$ cat src/rtl/register_file_pkg.sv
// ---------------------------------------------------------------------------
// register_file_pkg
// Constants and types shared by the general-purpose register file and its
// write-address decoder.
// ---------------------------------------------------------------------------
package register_file_pkg;

  localparam int REG_COUNT      = 32;
  localparam int REG_ADDR_W     = 5;
  localparam int DATA_W_DEFAULT = 32;
  localparam int R0_IDX         = 0;

  typedef logic [REG_ADDR_W-1:0] reg_addr_t;
  typedef logic [REG_COUNT-1:0]  reg_strobe_t;

  localparam reg_addr_t R0_ADDR = reg_addr_t'(R0_IDX);

endpackage : register_file_pkg

$ cat src/rtl/register_file_decoder5to32.sv
// ---------------------------------------------------------------------------
// decoder5to32
// 5-to-32 one-hot write-address decoder. Exactly one strobe bit is high when
// en=1, none when en=0.
//
// Ports
//   en : decode enable
//   a  : 5-bit register index
//   y  : one-hot strobes, bit i selects register i
// ---------------------------------------------------------------------------
module decoder5to32
  import register_file_pkg::*;
(
  input  logic        en,
  input  reg_addr_t   a,
  output reg_strobe_t y
);

  // NOTE: every output of a combinational block gets a default first, so no
  // path leaves it unassigned and no latch is inferred.
  always_comb begin
    y = '0;
    if (en) y[a] = 1'b1;
  end

endmodule : decoder5to32

$ cat src/rtl/register_file.sv
// ---------------------------------------------------------------------------
// register_file
// 32 x DATA_W general-purpose register file: one write port driven through
// the one-hot write decoder, two registered read ports (1-cycle latency)
// with same-cycle write-to-read bypass. With ZERO_R0=1, R0 is hard-wired 0.
//
// Ports
//   clk, resetn            : clock, asynchronous active-low reset
//   wr_en/wr_addr/wr_data  : write request, index, data
//   rd_enN/rd_addrN        : read capture enable and index, port N (1,2)
//   rd_dataN               : registered read data, port N
//   rd_validN              : rd_dataN was captured on the previous edge
// ---------------------------------------------------------------------------
module register_file
  import register_file_pkg::*;
#(
  parameter int DATA_W  = DATA_W_DEFAULT,
  parameter bit ZERO_R0 = 1'b1
) (
  input  logic              clk,
  input  logic              resetn,
  input  logic              wr_en,
  input  reg_addr_t         wr_addr,
  input  logic [DATA_W-1:0] wr_data,
  input  logic              rd_en1,
  input  reg_addr_t         rd_addr1,
  input  logic              rd_en2,
  input  reg_addr_t         rd_addr2,
  output logic [DATA_W-1:0] rd_data1,
  output logic [DATA_W-1:0] rd_data2,
  output logic              rd_valid1,
  output logic              rd_valid2
);

  reg_strobe_t       w_dec_strobe;
  reg_strobe_t       w_wr_strobe;
  logic [DATA_W-1:0] w_rd_next1;
  logic [DATA_W-1:0] w_rd_next2;

  logic [DATA_W-1:0] r_regs [REG_COUNT];
  logic [DATA_W-1:0] r_rd_data1;
  logic [DATA_W-1:0] r_rd_data2;
  logic              r_rd_valid1;
  logic              r_rd_valid2;

  decoder5to32 u_decoder (
    .en (wr_en),
    .a  (wr_addr),
    .y  (w_dec_strobe)
  );

  // R0's strobe is masked so its storage never leaves the reset value and
  // can be trimmed away by synthesis.
  always_comb begin
    w_wr_strobe = w_dec_strobe;
    if (ZERO_R0) w_wr_strobe[R0_IDX] = 1'b0;
  end

  // NOTE: this storage array carries an asynchronous reset because every
  // register must read 0 right after reset; that rules out RAM inference,
  // so the file is built from flops.
  always_ff @(posedge clk or negedge resetn) begin
    if (!resetn) begin
      for (int i = 0; i < REG_COUNT; i++) r_regs[i] <= '0;
    end else begin
      // NOTE: sequential state always uses non-blocking assignments so all
      // flops sample pre-edge values regardless of statement order.
      for (int i = 0; i < REG_COUNT; i++) begin
        if (w_wr_strobe[i]) r_regs[i] <= wr_data;
      end
    end
  end

  // Read muxes with bypass: a write to the addressed register in the same
  // cycle wins over the stale stored value; R0 overrides both when zeroed.
  always_comb begin
    w_rd_next1 = r_regs[rd_addr1];
    if (wr_en && (wr_addr == rd_addr1)) w_rd_next1 = wr_data;
    if (ZERO_R0 && (rd_addr1 == R0_ADDR)) w_rd_next1 = '0;

    w_rd_next2 = r_regs[rd_addr2];
    if (wr_en && (wr_addr == rd_addr2)) w_rd_next2 = wr_data;
    if (ZERO_R0 && (rd_addr2 == R0_ADDR)) w_rd_next2 = '0;
  end

  // Read data holds when its port is idle; valid flags one-cycle pulses.
  always_ff @(posedge clk or negedge resetn) begin
    if (!resetn) begin
      r_rd_data1  <= '0;
      r_rd_data2  <= '0;
      r_rd_valid1 <= 1'b0;
      r_rd_valid2 <= 1'b0;
    end else begin
      r_rd_valid1 <= rd_en1;
      r_rd_valid2 <= rd_en2;
      if (rd_en1) r_rd_data1 <= w_rd_next1;
      if (rd_en2) r_rd_data2 <= w_rd_next2;
    end
  end

  assign rd_data1  = r_rd_data1;
  assign rd_data2  = r_rd_data2;
  assign rd_valid1 = r_rd_valid1;
  assign rd_valid2 = r_rd_valid2;

endmodule : register_file

$ cat config.mk
export PLATFORM = sky130hd
export DESIGN_NAME = register_file
export DESIGN_NICKNAME = d
export VERILOG_FILES = /design/src/rtl/register_file_pkg.sv /design/src/rtl/register_file_decoder5to32.sv /design/src/rtl/register_file.sv
export SDC_FILE = /design/constraint.sdc
export NUM_CORES = 2
export LEC_CHECK = 0
export ABC_AREA = 0
export CAP_MARGIN = 20
export CORE_MARGIN = 4
export CORE_UTILIZATION = 50
export DETAILED_ROUTE_END_ITERATION = 7
export PLACE_DENSITY = 0.66
export SLEW_MARGIN = 20
export SYNTH_ARGS = -nofsm -noshare
export SYNTH_HDL_FRONTEND = slang
export SYNTH_SLANG_ARGS = --single-unit
$ cat constraint.sdc
create_clock -name clk -period 1.6 [get_ports clk]
set_input_delay 0.16 -clock clk [delete_from_list [all_inputs] [get_ports clk]]
set_output_delay 0.16 -clock clk [all_outputs]
set_load 0.03 [all_outputs]
==> run metrics <==
Layout fillers 8287; fin area 71200 µm²; Crit. Startpoint r_regs[2]; die height 343 µm; gpl congestion 0.944; # IOs 118; number of routed nets with antenna violations 0; max cap viols 0; first-pass GRT wire length 299 mm; post-detail-place hpwl 143 mm; crit path time final 1.81 ns; Met1 Wirelength 80.4 mm; post-synthesis instance area 56000 µm²; worst path cell trace mux4_2 -> mux2i_4 -> o22ai_4 -> o211ai_1 -> o221ai_1; CTS tree built; hold slack final 0.0795 ns; largest cells by area after synthesis dfrtp_1, mux4_2, mux2_2; worst hold path depth 5; syn nets 4526; Final setup viols 53; Synth top cells by count dfrtp_1, mux2_2, nand2_1, o21ai_0, mux4_2; EDFF count, synth 0; TritonCTS Sinks 1058; sequential-to-total area share from yosys stat 0.473; die area 117000 µm²; CP delay by family, top multiplexers; Port Buffers 117; crit path launch type register; post-synthesis register bit count 1058; Core Area 111000 µm²; Synth top area share 0.473; worst hold path type in2reg; GRT Overall Usage 0.346; Post-Place Worst Slack -0.972 ns; Syn Inst Count 4474; vias in the first global route 44500; Power Density 1200 nW/µm²; Avg Cell Area, Syn 12.5 µm²; post-synthesis mux area share 0.344; CTS Root Cell clkbuf_16; share of cells above drive strength 1 0.463; Distinct cells, synth 44; CP arrival 2.36 ns; Synth warnings 0; failing checks negative setup slack; Post-Synth XOR/XNOR Area 0.00156; Least-Margin Pin Slew 0.911 ns; Skew-Pair Late Insertion Delay 0.73 ns; VDD IR-drop max 0.000943 V; count leader, synth dfrtp_1; status finished with violations; r2r setup slk -0.21 ns; crit share post-route 1.13; drt wl/cell 30.3 µm; Initial DRC Count 5703; Worst Path Required 2.16 ns; Vias/cell 6.56; via count 44100; total wire length 204 mm; initial antenna violation count 9; crit-path max FO 2; simple-gate area share of the yosys netlist 0.0517; sequential cell area 26500 µm²; worst reg2reg endpoint rd_data1[2]; Final Hold Viols 0; CP Capture Type register; compound-cell area share of the yosys netlist 0.0891; post-layout net count 5179; PnR worst setup slack -0.207 ns; Area growth, synth to finish 27.2%; post-synth top area cell dfrtp_1; FF-to-FF path depth 5; highest metal used met5; total CTS buffers 115; Main synth FF type dfrtp_1; final worst clock skew 0.0408 ns; Adder-Cell Fraction of Synth Area 0; TritonRoute pass-1 iters 6; Crit-path slowest cell mux4_2; clock buffer depth 3; FFs w/ async S/R, synth 1.00; largest family of logic cells by synthesized area multiplexers; die width 343 µm; std cell rows 122; H-tree Lvls 3; critical path class reg2reg; largest net degree at the start of global routing 87; crit path capture rd_data1[2]; area of the multi-input gates 28700 µm²; CP peak stage delay 0.50 ns; Rel. slew slack 0.391; Placed Area 65700 µm²; Stages on worst setup path 5; metal2 WL 89.1 mm; RR Startpoint r_regs[2]; unrepaired setup endpoints after global routing true; Initial Utilization 0.505; Overflow after GRT 0; Peak Freq 0.553 GHz; max-slew violations 0; wire length on met3 25.2 mm; Crit path buffers/inverters 0; Worst-path clk slew 0.07 ns; Lkg Pwr 31.6 nW; DR DRC count 0
## stage by stage
step	std cells	total power, mW	utilization	TNS, ns
final	6721	85.4	0.642	-4.19
after global routing	6716	88.6	0.642	-7.14
after CTS	6705	84.7	0.637	-2.97
after detailed placement	6467	56.0	0.592	-645.79
after global placement	6467	55.2	0.592	-634.46
after floorplan	4474	47.0	-	-0.923
## worst min-delay path by stage
stage                            from            to  slack, ns
after global placement         resetn  rd_data1[25]       0.12
final                     rd_addr1[4]   rd_data1[7]       0.08
after floorplan                resetn     r_regs[0]      -0.14
after CTS                 rd_addr1[4]   rd_data1[7]       0.02
after detailed placement       resetn  rd_data1[25]       0.12
after global routing      rd_addr1[4]   rd_data1[7]       0.06
## repair_timing
action | CTS | global route
buffers inserted | 17 | 8
hold buffers | 2 | 0
hold endpoints to repair | 880 | 0
gates cloned | 2 | 2
resized for setup | 535 | 74
setup endpoints to repair | 168 | 93
pin swaps | 66 | 45
## layer usage
metal  vias up  global-route usage
li1      18100                   -
met1     22700               0.481
met5         -                   0
met4         6               0.140
met3       575               0.110
met2      2741               0.506
## power breakdown
group,internal (mW),switching [mW],total (mW)
registers,31.9,4.04,35.9
clock network,16.4,11.5,27.9
logic,11.7,9.86,21.6
## flip-flops by register name, indices dropped and copies added, names as in the netlist
| register | flops |
|---|---|
| rd_valid1 | 1 |
| rd_valid2 | 1 |
| rd_data1 | 32 |
| rd_data2 | 32 |
| r_regs | 992 |
## tightest hold or removal path: stages
cell and delay [ns]:
buf_4 0.16, buf_4 0.18, nand2_1 0.07, nand3_1 0.10, nand3_1 0.09
## cell type report
type,instances,area share
multi-input combinational,2903,0.403
sequential,1058,0.372
timing repair buffer,993,0.140
clock buffer,179,0.0490
tap,1488,0.0261
clock inverter,38,0.00648
inverter,56,0.00295
antenna,6,0.000211
## logic make-up after synthesis
group | Yosys count
mux | 1378
flops | 1058
compound gates | 819
simple gates | 696
buf+inv | 513
xor+xnor | 10
## cell usage in the layout (no fill, tap or decap), drive strengths merged, types with 4 or more instances in the layout
cell type	instances
dfrtp	1058
buf	938
mux2	721
nand2	524
o21ai	422
mux4	363
mux2i	294
clkbuf	183
o22ai	71
o221ai	68
a22oi	63
a21oi	62
inv	60
nand3	49
nor2	48
clkdlybuf4s50	39
nand4	38
o311ai	32
o211ai	31
a31oi	27
a32oi	24
clkinv	23
a211o	11
bufinv	9
nor2b	9
xor2	8
diode	6
a211oi	6
clkdlybuf4s15	5
and2	4
nand2b	4
Power figures use the tool's default switching activity.
